**config.mk**
```make
export PLATFORM = sky130hd
export DESIGN_NAME = wb_arbiter
export DESIGN_NICKNAME = d
export VERILOG_FILES = /design/src/rtl/wb_arbiter.sv
export SDC_FILE = /design/constraint.sdc
export NUM_CORES = 1
export LEC_CHECK = 0
export ABC_AREA = 1
export CORE_AREA = 2 2 130 132
export DETAILED_ROUTE_END_ITERATION = 12
export DIE_AREA = 0 0 132 134
export DONT_BUFFER_PORTS = 1
export GPL_TIMING_DRIVEN = 0
export PLACE_DENSITY = 0.46
export SLEW_MARGIN = 10
export SYNTH_ARGS = -nofsm -noshare
export SYNTH_HDL_FRONTEND = slang
export SYNTH_SLANG_ARGS = --single-unit
```
**constraint.sdc**
```tcl
create_clock -name clk -period 7.8 [get_ports clk]
set_input_delay 1.56 -clock clk [delete_from_list [all_inputs] [get_ports clk]]
set_output_delay 1.56 -clock clk [all_outputs]
set_load 0.02 [all_outputs]
```
**src/rtl/wb_arbiter.sv**
```systemverilog
// Writeback arbiter: collects functional-unit results over valid/ready,
// picks one per cycle by round-robin and drives the registered one-hot
// write strobe plus shared data bus feeding every register cell. The strobe
// is also what releases a cell's write reservation.
module wb_arbiter #(
  parameter int REG_LEN   = 32,
  parameter int NUM_REGS  = 32,
  parameter int REG_IDX_W = 5,
  parameter int NUM_SRC   = 4
) (
  input  logic                         clk,
  input  logic                         rst,
  input  logic [NUM_SRC-1:0]           src_valid_i,
  output logic [NUM_SRC-1:0]           src_ready_o,
  input  logic [NUM_SRC*REG_IDX_W-1:0] src_idx_i,
  input  logic [NUM_SRC*REG_LEN-1:0]   src_data_i,
  input  logic                         stall_i,
  output logic [NUM_REGS-1:0]          wb_o,
  output logic [REG_LEN-1:0]           wb_data_o,
  output logic [REG_IDX_W-1:0]         wb_idx_o,
  output logic                         wb_drop_o
);

  localparam int PTR_W = (NUM_SRC > 1) ? $clog2(NUM_SRC) : 1;

  logic [PTR_W-1:0]     ptr;
  logic [NUM_SRC-1:0]   req;
  logic [NUM_SRC-1:0]   upper_req;
  logic [NUM_SRC-1:0]   grant;
  logic [PTR_W-1:0]     grant_k;
  logic                 transfer;
  logic [REG_IDX_W-1:0] sel_idx;
  logic [REG_LEN-1:0]   sel_data;
  logic                 sel_in_range;
  logic [NUM_REGS-1:0]  sel_onehot;

  // Round-robin pick: prefer the lowest requester at or above ptr, otherwise
  // wrap around to the lowest requester overall.
  always_comb begin
    // NOTE: every comb output gets a default first so no path leaves it
    // unassigned, which would otherwise infer a latch.
    req       = stall_i ? '0 : src_valid_i;
    upper_req = '0;
    grant     = '0;
    grant_k   = '0;
    for (int i = 0; i < NUM_SRC; i++) begin
      upper_req[i] = req[i] && (i >= int'(ptr));
    end
    if (|upper_req) begin
      for (int i = NUM_SRC - 1; i >= 0; i--) begin
        if (upper_req[i]) grant_k = PTR_W'(i);
      end
    end else begin
      for (int i = NUM_SRC - 1; i >= 0; i--) begin
        if (req[i]) grant_k = PTR_W'(i);
      end
    end
    if (|req) grant[grant_k] = 1'b1;
  end

  assign src_ready_o = rst ? grant : '0;
  assign transfer    = |grant;

  // Select the granted source's index and data, then decode the strobe.
  always_comb begin
    sel_idx  = '0;
    sel_data = '0;
    for (int i = 0; i < NUM_SRC; i++) begin
      if (grant[i]) begin
        sel_idx  = src_idx_i[i*REG_IDX_W +: REG_IDX_W];
        sel_data = src_data_i[i*REG_LEN +: REG_LEN];
      end
    end
    // Full-width index compare: out-of-range indices never alias a cell.
    sel_in_range = (32'(sel_idx) < NUM_REGS);
    sel_onehot   = sel_in_range ? (NUM_REGS'(1) << sel_idx) : '0;
  end

  // Round-robin pointer: moves just past the source that transferred.
  always_ff @(posedge clk or negedge rst) begin
    // NOTE: sequential state uses non-blocking assignments so every flop
    // samples pre-edge values regardless of block ordering.
    if (!rst) begin
      ptr <= '0;
    end else if (transfer) begin
      ptr <= (grant_k == PTR_W'(NUM_SRC - 1)) ? '0 : grant_k + 1'b1;
    end
  end

  // Registered writeback: strobe/drop pulse per transfer, index and data hold.
  always_ff @(posedge clk or negedge rst) begin
    if (!rst) begin
      wb_o      <= '0;
      wb_data_o <= '0;
      wb_idx_o  <= '0;
      wb_drop_o <= 1'b0;
    end else if (transfer) begin
      wb_o      <= sel_onehot;
      wb_data_o <= sel_data;
      wb_idx_o  <= sel_idx;
      wb_drop_o <= !sel_in_range;
    end else begin
      wb_o      <= '0;
      wb_drop_o <= 1'b0;
    end
  end

endmodule

```
==> results of run 1 <==
==> final timing paths <==
check / start / to / cells past startpoint
setup / recovery: stall_i / src_ready_o[1] / 12
hold / removal: ptr[0]$_DFFE_PN0P_ / ptr[0]$_DFFE_PN0P_ / 2
setup reg to reg: ptr[1]$_DFFE_PN0P_ / wb_o[9]$_DFF_PN0_ / 13
hold reg to reg: ptr[0]$_DFFE_PN0P_ / ptr[0]$_DFFE_PN0P_ / 2
max in group asynchronous: rst / wb_data_o[19]$_DFFE_PN0P_ / 0
min in group asynchronous: rst / wb_data_o[5]$_DFFE_PN0P_ / 0
==> through the flow <==
step	setup WS, ps	utilization (%)
3_3_place_gp	2350	26.2
2_1_floorplan	2890	-
3_5_place_dp	2240	26.2
6_report	2250	28.1
5_1_grt	1990	28.1
4_1_cts	2240	28.1
==> critical path: stages <==
cell	delay, ps
inv_2	80
nand2_1	100
o21ai_0	220
nor2_1	80
nand2_1	60
nand3_1	140
inv_1	120
ha_1	210
buf_1	530
clkbuf_1	450
nand2_1	100
nor2_1	330
==> where the power goes <==
part / internal (mW) / switching, mW / total, mW
clock network: 0.266 / 0.164 / 0.430
logic: 0.201 / 0.402 / 0.603
registers: 0.490 / 0.236 / 0.726
total: 0.957 / 0.802 / 1.76
==> state kept, by name, summed over array words and instances, names as in the netlist <==
register	flops
ptr	2
wb_data_o	32
wb_idx_o	5
wb_o	32
==> final cells by class <==
type | count | area [um^2]
Tap cell | 220 | 275
Fill cell | 1825 | 11700
Clock inverter | 4 | 53.8
Buffer | 33 | 173
Sequential cell | 71 | 1780
Multi-Input combinational cell | 364 | 1830
Antenna cell | 1 | 2.50
Inverter | 56 | 210
Clock buffer | 12 | 256
==> kinds of logic (layout without fill, tap and decap cells) <==
family          after synthesis  in the layout  share of synthesized area, %
simple gates                279            279                          30.2
flops                        71             71                          44.6
buf+inv                      89            105                          9.61
fa+ha+maj                     4              4                          1.26
other cells                   1              2                        0.0941
compound gates               80             80                          14.2
==> synth_stat cells, drive strengths merged <==
master	count	area share (%)
a21oi	2	0.82
or2	1	0.16
o211ai	34	6.5
nand3b	3	0.57
o21ai	11	1.7
nor2	78	7.4
nand4	21	3.3
nand2	129	13
dfrtp	71	45
o21bai	1	0.19
o22ai	32	5.0
conb	1	0.094
nand3	47	6.0
ha	4	1.3
inv	56	5.3
clkbuf	12	1.1
buf	21	3.2
==> per-layer routing <==
metal | part of all wire (%) | GRT usage [%]
met1 | 42 | 19.5
met2 | 50 | 27.1
met3 | 7.0 | 4.46
met4 | 1.6 | 5.98
met5 | 0 | 0
==> out/qor.csv, run 1 <==
metric,value,unit
path_clk_slew,60,ps
antenna_found_initial,1,
synth_area,0.00399,mm^2
slew_headroom,55.7,%
final_common_cell,nand2_1,
gp_congestion,0.919,
numCtsBuffers,9,
p_leak,2.21,nW
status,finished clean,
drive_above_1_share,9.63,%
yosysWarnings,0,
wl_per_cell,18.6,um
grt_pass1_vias,3797,
rsz0062_at_grt,no,
cts_sinks,71,
port_buffers,0,
clockBufferDepth,2,
drt-vias-per-instance,4.89,
fin_skew,5.63,ps
ys_seq_area_share,44.6,%
dieArea,0.0177,mm^2
cts_setup_buffers,0,
rrSetupSlack,4830,ps
finalSetupViolations,0,
tritoncts,done,
max_freq,180,MHz
start_util,24.5,%
path_max_fanout,10,
cp_data_required_time,6240,ps
netlist_instances,524,
timing.hold.ws,592,ps
drt_iter0_drc,192,
gr-total-overflow,0,
peakVddDrop,0.109,mV
endpoint_kind,output pin,
cap_violations,0,
drtAntennaViolNets,0,
drc_errors,0,
insertion_delay,340,ps
place_area,0.00426,mm^2
clock_tree.root_cell,clkbuf_16,
io_pins,229,
hold_viol_final,0,
syn_nets,683,
min_path_type,reg -> reg,
power.total,1.76,mW
fin_cells,761,
die_y,134,um
die_w,132,um
tns,0,ps
coreArea,0.0163,mm^2
final_area,0.00457,mm^2
syn_area_per_cell,7.61,um^2
firstDrtPassIters,6,
ys_seq_elements,71,
num_vias,3718,
tightest_slew,665,ps
wl,14200,um
worst_setup_path_start_kind,input pin,
nNetsFinal,694,
h-tree-depth,3,
hpwl,11000,um
p_per_area,385,mW/mm^2
worstPathArrival,3990,ps
grtUsageTotal,16.0,%
critPathKind,in -> out,
most-common-layout-cells,"nand2_1, nor2_1, dfrtp_1",
yosysUniqueCellTypes,28,
post-route-min-period,5550,ps
placedCellCount,744,
grt_max_degree,73,
holdBufCountCts,0,
post_cts_resized,0,
period_share,71.1,%
syn2layout_area_growth,14.8,%
rows,47,
drv_slew,0,
grt_pass1_wl,21700,um
Note: power is estimated with default switching activity, not from simulation.
==> run 2, diff against run 1 <==
--- a/config.mk
+++ b/config.mk
@@ -11,7 +11,7 @@
 export DIE_AREA = 0 0 132 134
 export DONT_BUFFER_PORTS = 1
 export GPL_TIMING_DRIVEN = 0
-export PLACE_DENSITY = 0.46
+export PLACE_DENSITY = 0.47
 export SLEW_MARGIN = 10
 export SYNTH_ARGS = -nofsm -noshare
 export SYNTH_HDL_FRONTEND = slang
==> constraint.sdc (replaced) <==
create_clock -name clk -period 4.8 [get_ports clk]
set_input_delay 0.96 -clock clk [delete_from_list [all_inputs] [get_ports clk]]
set_output_delay 0.96 -clock clk [all_outputs]
set_load 0.02 [all_outputs]
==> run 2 against run 1 <==
Compared with the run above:
- worst hold slack lost 280 ps
- critical path type unchanged
- critical path depth is the same
- sequential power grew 63%
- non-clock buffer count is the same
- setup slack lost 1800 ps
- critical endpoint unchanged
- first-iteration DRC count grew 9.4%
- final cell count grew 0.13%
- via count grew 0.16%
- register-to-register slack lost 3000 ps
- clock power grew 86%
==> out/qor.csv, run 2 (synthesis gave the netlist of run 1 again) <==
metric,value,unit
tns,0,ps
reg2reg_to,wb_o[21]$_DFF_PN0_,
peakVddDrop,0.196,mV
fin_skew,9.36,ps
final_common_cell,nand2_1,
top_regs,"wb_data_o (32), wb_o (32), wb_idx_o (5)",
num_vias,3724,
drt-vias-per-instance,4.89,
tightest_slew,682,ps
finalSetupViolations,0,
post-route-min-period,4330,ps
period_share,90.2,%
place_area,0.00426,mm^2
cpPeakStageDelay,540,ps
clock_tree.root_cell,clkbuf_16,
maxUsedRoutingLayer,met4,
worst_setup_path_start_kind,input pin,
critPathKind,in -> out,
dr_wl_met3,1080,um
worstReg2RegStart,ptr[1]$_DFFE_PN0P_,
insertion_delay,340,ps
rrSetupSlack,1850,ps
r2r_cells,15,
cpMostUsedCell,nand2_1,
cts_sinks,71,
p_leak,2.24,nW
coreArea,0.0163,mm^2
worst-path-buf-inv,4,
gr-total-overflow,0,
holdBufCountCts,0,
final_area,0.00462,mm^2
wl_met1,5800,um
cap_violations,0,
start_util,24.5,%
slew_headroom,54.5,%
tritoncts,done,
min_path_type,in -> async,
drt_iter0_drc,210,
most-common-layout-cells,"nand2_1, nor2_1, dfrtp_1",
wl,14200,um
post_cts_resized,0,
antenna_found_initial,1,
numCtsBuffers,9,
firstDrtPassIters,4,
cts_setup_buffers,0,
path_max_fanout,10,
hold_viol_final,0,
p_per_area,642,mW/mm^2
cp_data_required_time,3840,ps
crit_path_top_delay_cell,buf_1,
path_delay_family,buffers and inverters,
grtUsageTotal,16.1,%
drc_errors,0,
die_w,132,um
clockBufferDepth,2,
io_pins,229,
status,finished clean,
grt_max_degree,73,
nNetsFinal,694,
path_clk_slew,60,ps
met2_length,6880,um
max_freq,231,MHz
die_y,134,um
endpoint_kind,output pin,
grt_pass1_vias,3825,
drtAntennaViolNets,0,
drv_slew,0,
rows,47,
wl_per_cell,18.6,um
rsz0062_at_grt,no,
dieArea,0.0177,mm^2
port_buffers,0,
syn2layout_area_growth,16.0,%
gp_congestion,0.970,
grt_pass1_wl,21700,um
timing.hold.ws,309,ps
hpwl,11100,um
worstPathArrival,3370,ps
worstPathCellList,"inv_2, nand2_1, o21ai_0, nor2_1, nand2_1, nand3_1, inv_1, ha_1, buf_1, clkbuf_1, nand2_1, nor2_1",
drive_above_1_share,9.81,%
h-tree-depth,3,
## run 2: cell types whose count changed in the layout (fill, tap and decap cells not counted)
cell        delta
bufinv_16      +2
clkinvlp_4     -2
clkbuf_1       -1
clkinv_2       +1
diode_2        +1
## run 2: final cells by class
cell class	instances	area (um^2)
Multi-Input combinational cell	364	1830
Buffer	33	173
Fill cell	1817	11700
Sequential cell	71	1780
Inverter	56	210
Clock buffer	11	253
Tap cell	220	275
Antenna cell	2	5.00
Clock inverter	5	104
## run 2: layer usage
metal,vias up,GRT usage (%)
li1,1760,-
met5,-,0
met3,27,4.42
met2,206,27.7
met1,1731,18.6
met4,0,7.37
## run 2: worst reg2reg max path, cell delays in order, from the launching register on
cell and delay (ps):
dfrtp_1 380, inv_1 90, nand3_1 90, o21ai_0 110, nor2_1 90, nand2_1 60
nand3_1 140, inv_1 130, ha_1 220, buf_1 540, nand3_1 140, nand3_1 120
nand2_1 260, inv_2 220, nand4_1 150, nor2_1 120
## run 2: power by group
part / internal (mW) / switching [mW]
registers: 0.797 / 0.387
clock network: 0.536 / 0.262
logic: 0.326 / 0.658
total: 1.66 / 1.31
## run 2: how the worst max path moves through the flow
stage / startpoint / end / slack, ps / depth (start not counted)
detailed placement: stall_i / src_ready_o[1] / 460 / 12
global route: stall_i / src_ready_o[1] / 210 / 12
global placement: stall_i / src_ready_o[1] / 560 / 12
floorplan: stall_i / src_ready_o[1] / 1090 / 12
finish: stall_i / src_ready_o[1] / 470 / 12
CTS: stall_i / src_ready_o[1] / 450 / 12
## run 2: per-stage QoR
stage	setup slack, ps	cells	utilization (%)	power, mW
after floorplan	1090	524	-	1.87
after global placement	559	744	26.2	2.17
after detailed placement	457	744	26.2	2.20
after CTS	449	760	28.3	3.01
after global routing	211	762	28.4	3.17
final	470	762	28.4	2.97
==> run 3, diff against run 2 <==
--- a/config.mk
+++ b/config.mk
@@ -6,12 +6,14 @@
 export NUM_CORES = 1
 export LEC_CHECK = 0
 export ABC_AREA = 1
+export CELL_PAD_IN_SITES_DETAIL_PLACEMENT = 1
+export CELL_PAD_IN_SITES_GLOBAL_PLACEMENT = 1
 export CORE_AREA = 2 2 130 132
 export DETAILED_ROUTE_END_ITERATION = 12
 export DIE_AREA = 0 0 132 134
 export DONT_BUFFER_PORTS = 1
 export GPL_TIMING_DRIVEN = 0
-export PLACE_DENSITY = 0.47
+export PLACE_DENSITY = 0.6
 export SLEW_MARGIN = 10
 export SYNTH_ARGS = -nofsm -noshare
 export SYNTH_HDL_FRONTEND = slang
==> run 3 against run 2 <==
Compared with the run above:
- sequential share of layout area is 0.28 points higher
- clock-buffer cell count is 2 lower
- combinational power hardly changed
- flip-flop and latch count stayed put
- clock skew is 4.8 ps lower
- sequential power hardly changed
- register-to-register slack worse by 100 ps
- critical endpoint unchanged
- highest routed layer is now met5
==> out/qor.csv, run 3 (synthesis gave the netlist of run 1 again) <==
metric,value,unit
status,finished clean,
grt_max_degree,73,
hpwl,12000,um
drv_slew,0,
antenna_cells,0,
tns,0,ps
fillers,1972,
cpMostUsedCell,nand2_1,
hold_viol_final,0,
final_common_cell,nand2_1,
numCtsBuffers,9,
nNetsFinal,694,
p_leak,2.22,nW
min_path_type,in -> async,
worstPathArrival,3420,ps
final_area,0.00459,mm^2
most-common-layout-cells,"nand2_1, nor2_1, dfrtp_1",
antenna_found_initial,1,
tritoncts,done,
drt_iter0_drc,140,
fin_skew,4.56,ps
syn2layout_area_growth,15.1,%
multi_input_area,0.00183,mm^2
rows,47,
drt-vias-per-instance,4.97,
cap_violations,0,
critPathKind,in -> out,
timing.hold.ws,311,ps
rrSetupSlack,1750,ps
io_pins,229,
finalSetupViolations,0,
cp_data_required_time,3840,ps
die_y,134,um
r2r_cells,15,
firstDrtPassIters,6,
grt_pass1_wl,23600,um
top_regs,"wb_data_o (32), wb_o (32), wb_idx_o (5)",
port_buffers,0,
num_vias,3775,
start_util,24.5,%
gp_congestion,0.824,
slew_headroom,60.9,%
grtUsageTotal,17.3,%
drc_errors,0,
p_per_area,639,mW/mm^2
worstReg2RegStart,ptr[1]$_DFFE_PN0P_,
cts_sinks,71,
path_clk_slew,60,ps
cpPeakStageDelay,480,ps
crit_path_top_delay_cell,buf_1,
cts_setup_buffers,0,
rsz0062_at_grt,no,
worstPathCellList,"inv_2, nand2_1, o21ai_0, nor2_1, nand2_1, nand3_1, inv_1, ha_1, buf_1, clkbuf_1, nand2_1, nor2_1",
post_cts_resized,0,
worst_setup_path_start_kind,input pin,
peakVddDrop,0.177,mV
post-route-min-period,4380,ps
gr-total-overflow,0,
wl_per_cell,20.1,um
place_area,0.00426,mm^2
drive_above_1_share,9.81,%
holdBufCountCts,0,
coreArea,0.0163,mm^2
period_share,91.3,%
die_w,132,um
clockBufferDepth,2,
endpoint_kind,output pin,
max_freq,228,MHz
regArea,0.00178,mm^2
reg2reg_to,wb_o[17]$_DFF_PN0_,
dieArea,0.0177,mm^2
wl,15300,um
drtAntennaViolNets,0,
path_max_fanout,10,
tightest_slew,585,ps
insertion_delay,340,ps
h-tree-depth,3,
clock_tree.root_cell,clkbuf_16,
grt_pass1_vias,4018,
[run 3: cell count changes in the layout (fill, tap and decap cells not counted), sizes merged]
cell      change
inv           +3
clkbuf        -2
diode         -2
bufinv        -1
clkinv        -1
clkinvlp      +1
[run 3: worst max-delay path: cells and delay by family]
kind,cells,cell delay (ps)
fa+ha+maj,1,230
buf+inv,4,1160
compound gates,1,250
simple gates,6,800
[run 3: report_power, final]
part / switching, mW / internal [mW]
logic: 0.679 / 0.326
registers: 0.387 / 0.796
clock network: 0.281 / 0.461
[run 3: metal layers]
metal	vias up	wire length, um	share of wire, %	track usage [%]
met5	-	13	0.085	0
met4	2	367	2.4	6.40
met3	30	1080	7.1	6.08
met2	142	7610	50	29.0
met1	1841	6230	41	20.6
li1	1760	-	-	-
[run 3: how the worst max path moves through the flow]
| stage | startpoint | slack [ps] | cells past startpoint | endpoint |
|---|---|---|---|---|
| 2_1_floorplan | stall_i | 1090 | 12 | src_ready_o[1] |
| 3_3_place_gp | stall_i | 500 | 12 | src_ready_o[1] |
| 3_5_place_dp | stall_i | 360 | 12 | src_ready_o[1] |
| 4_1_cts | stall_i | 360 | 12 | src_ready_o[1] |
| 5_1_grt | stall_i | 120 | 12 | src_ready_o[1] |
| 6_report | stall_i | 420 | 12 | src_ready_o[1] |
[run 3: cell type report]
type,count,area share (%)
multi-input combinational,364,39.8
sequential,71,38.7
tap,220,6.00
clock buffer,9,4.91
inverter,56,4.58
buffer,33,3.76
clock inverter,7,2.24
[run 3: metrics by stage]
stage / instances / total power, mW / util, % / setup WS (ps)
after global placement: 744 / 2.17 / 26.2 / 504
final: 760 / 2.93 / 28.2 / 419
after CTS: 760 / 2.98 / 28.2 / 355
after floorplan: 524 / 1.87 / - / 1090
after detailed placement: 744 / 2.22 / 26.2 / 358
after global routing: 760 / 3.15 / 28.2 / 117
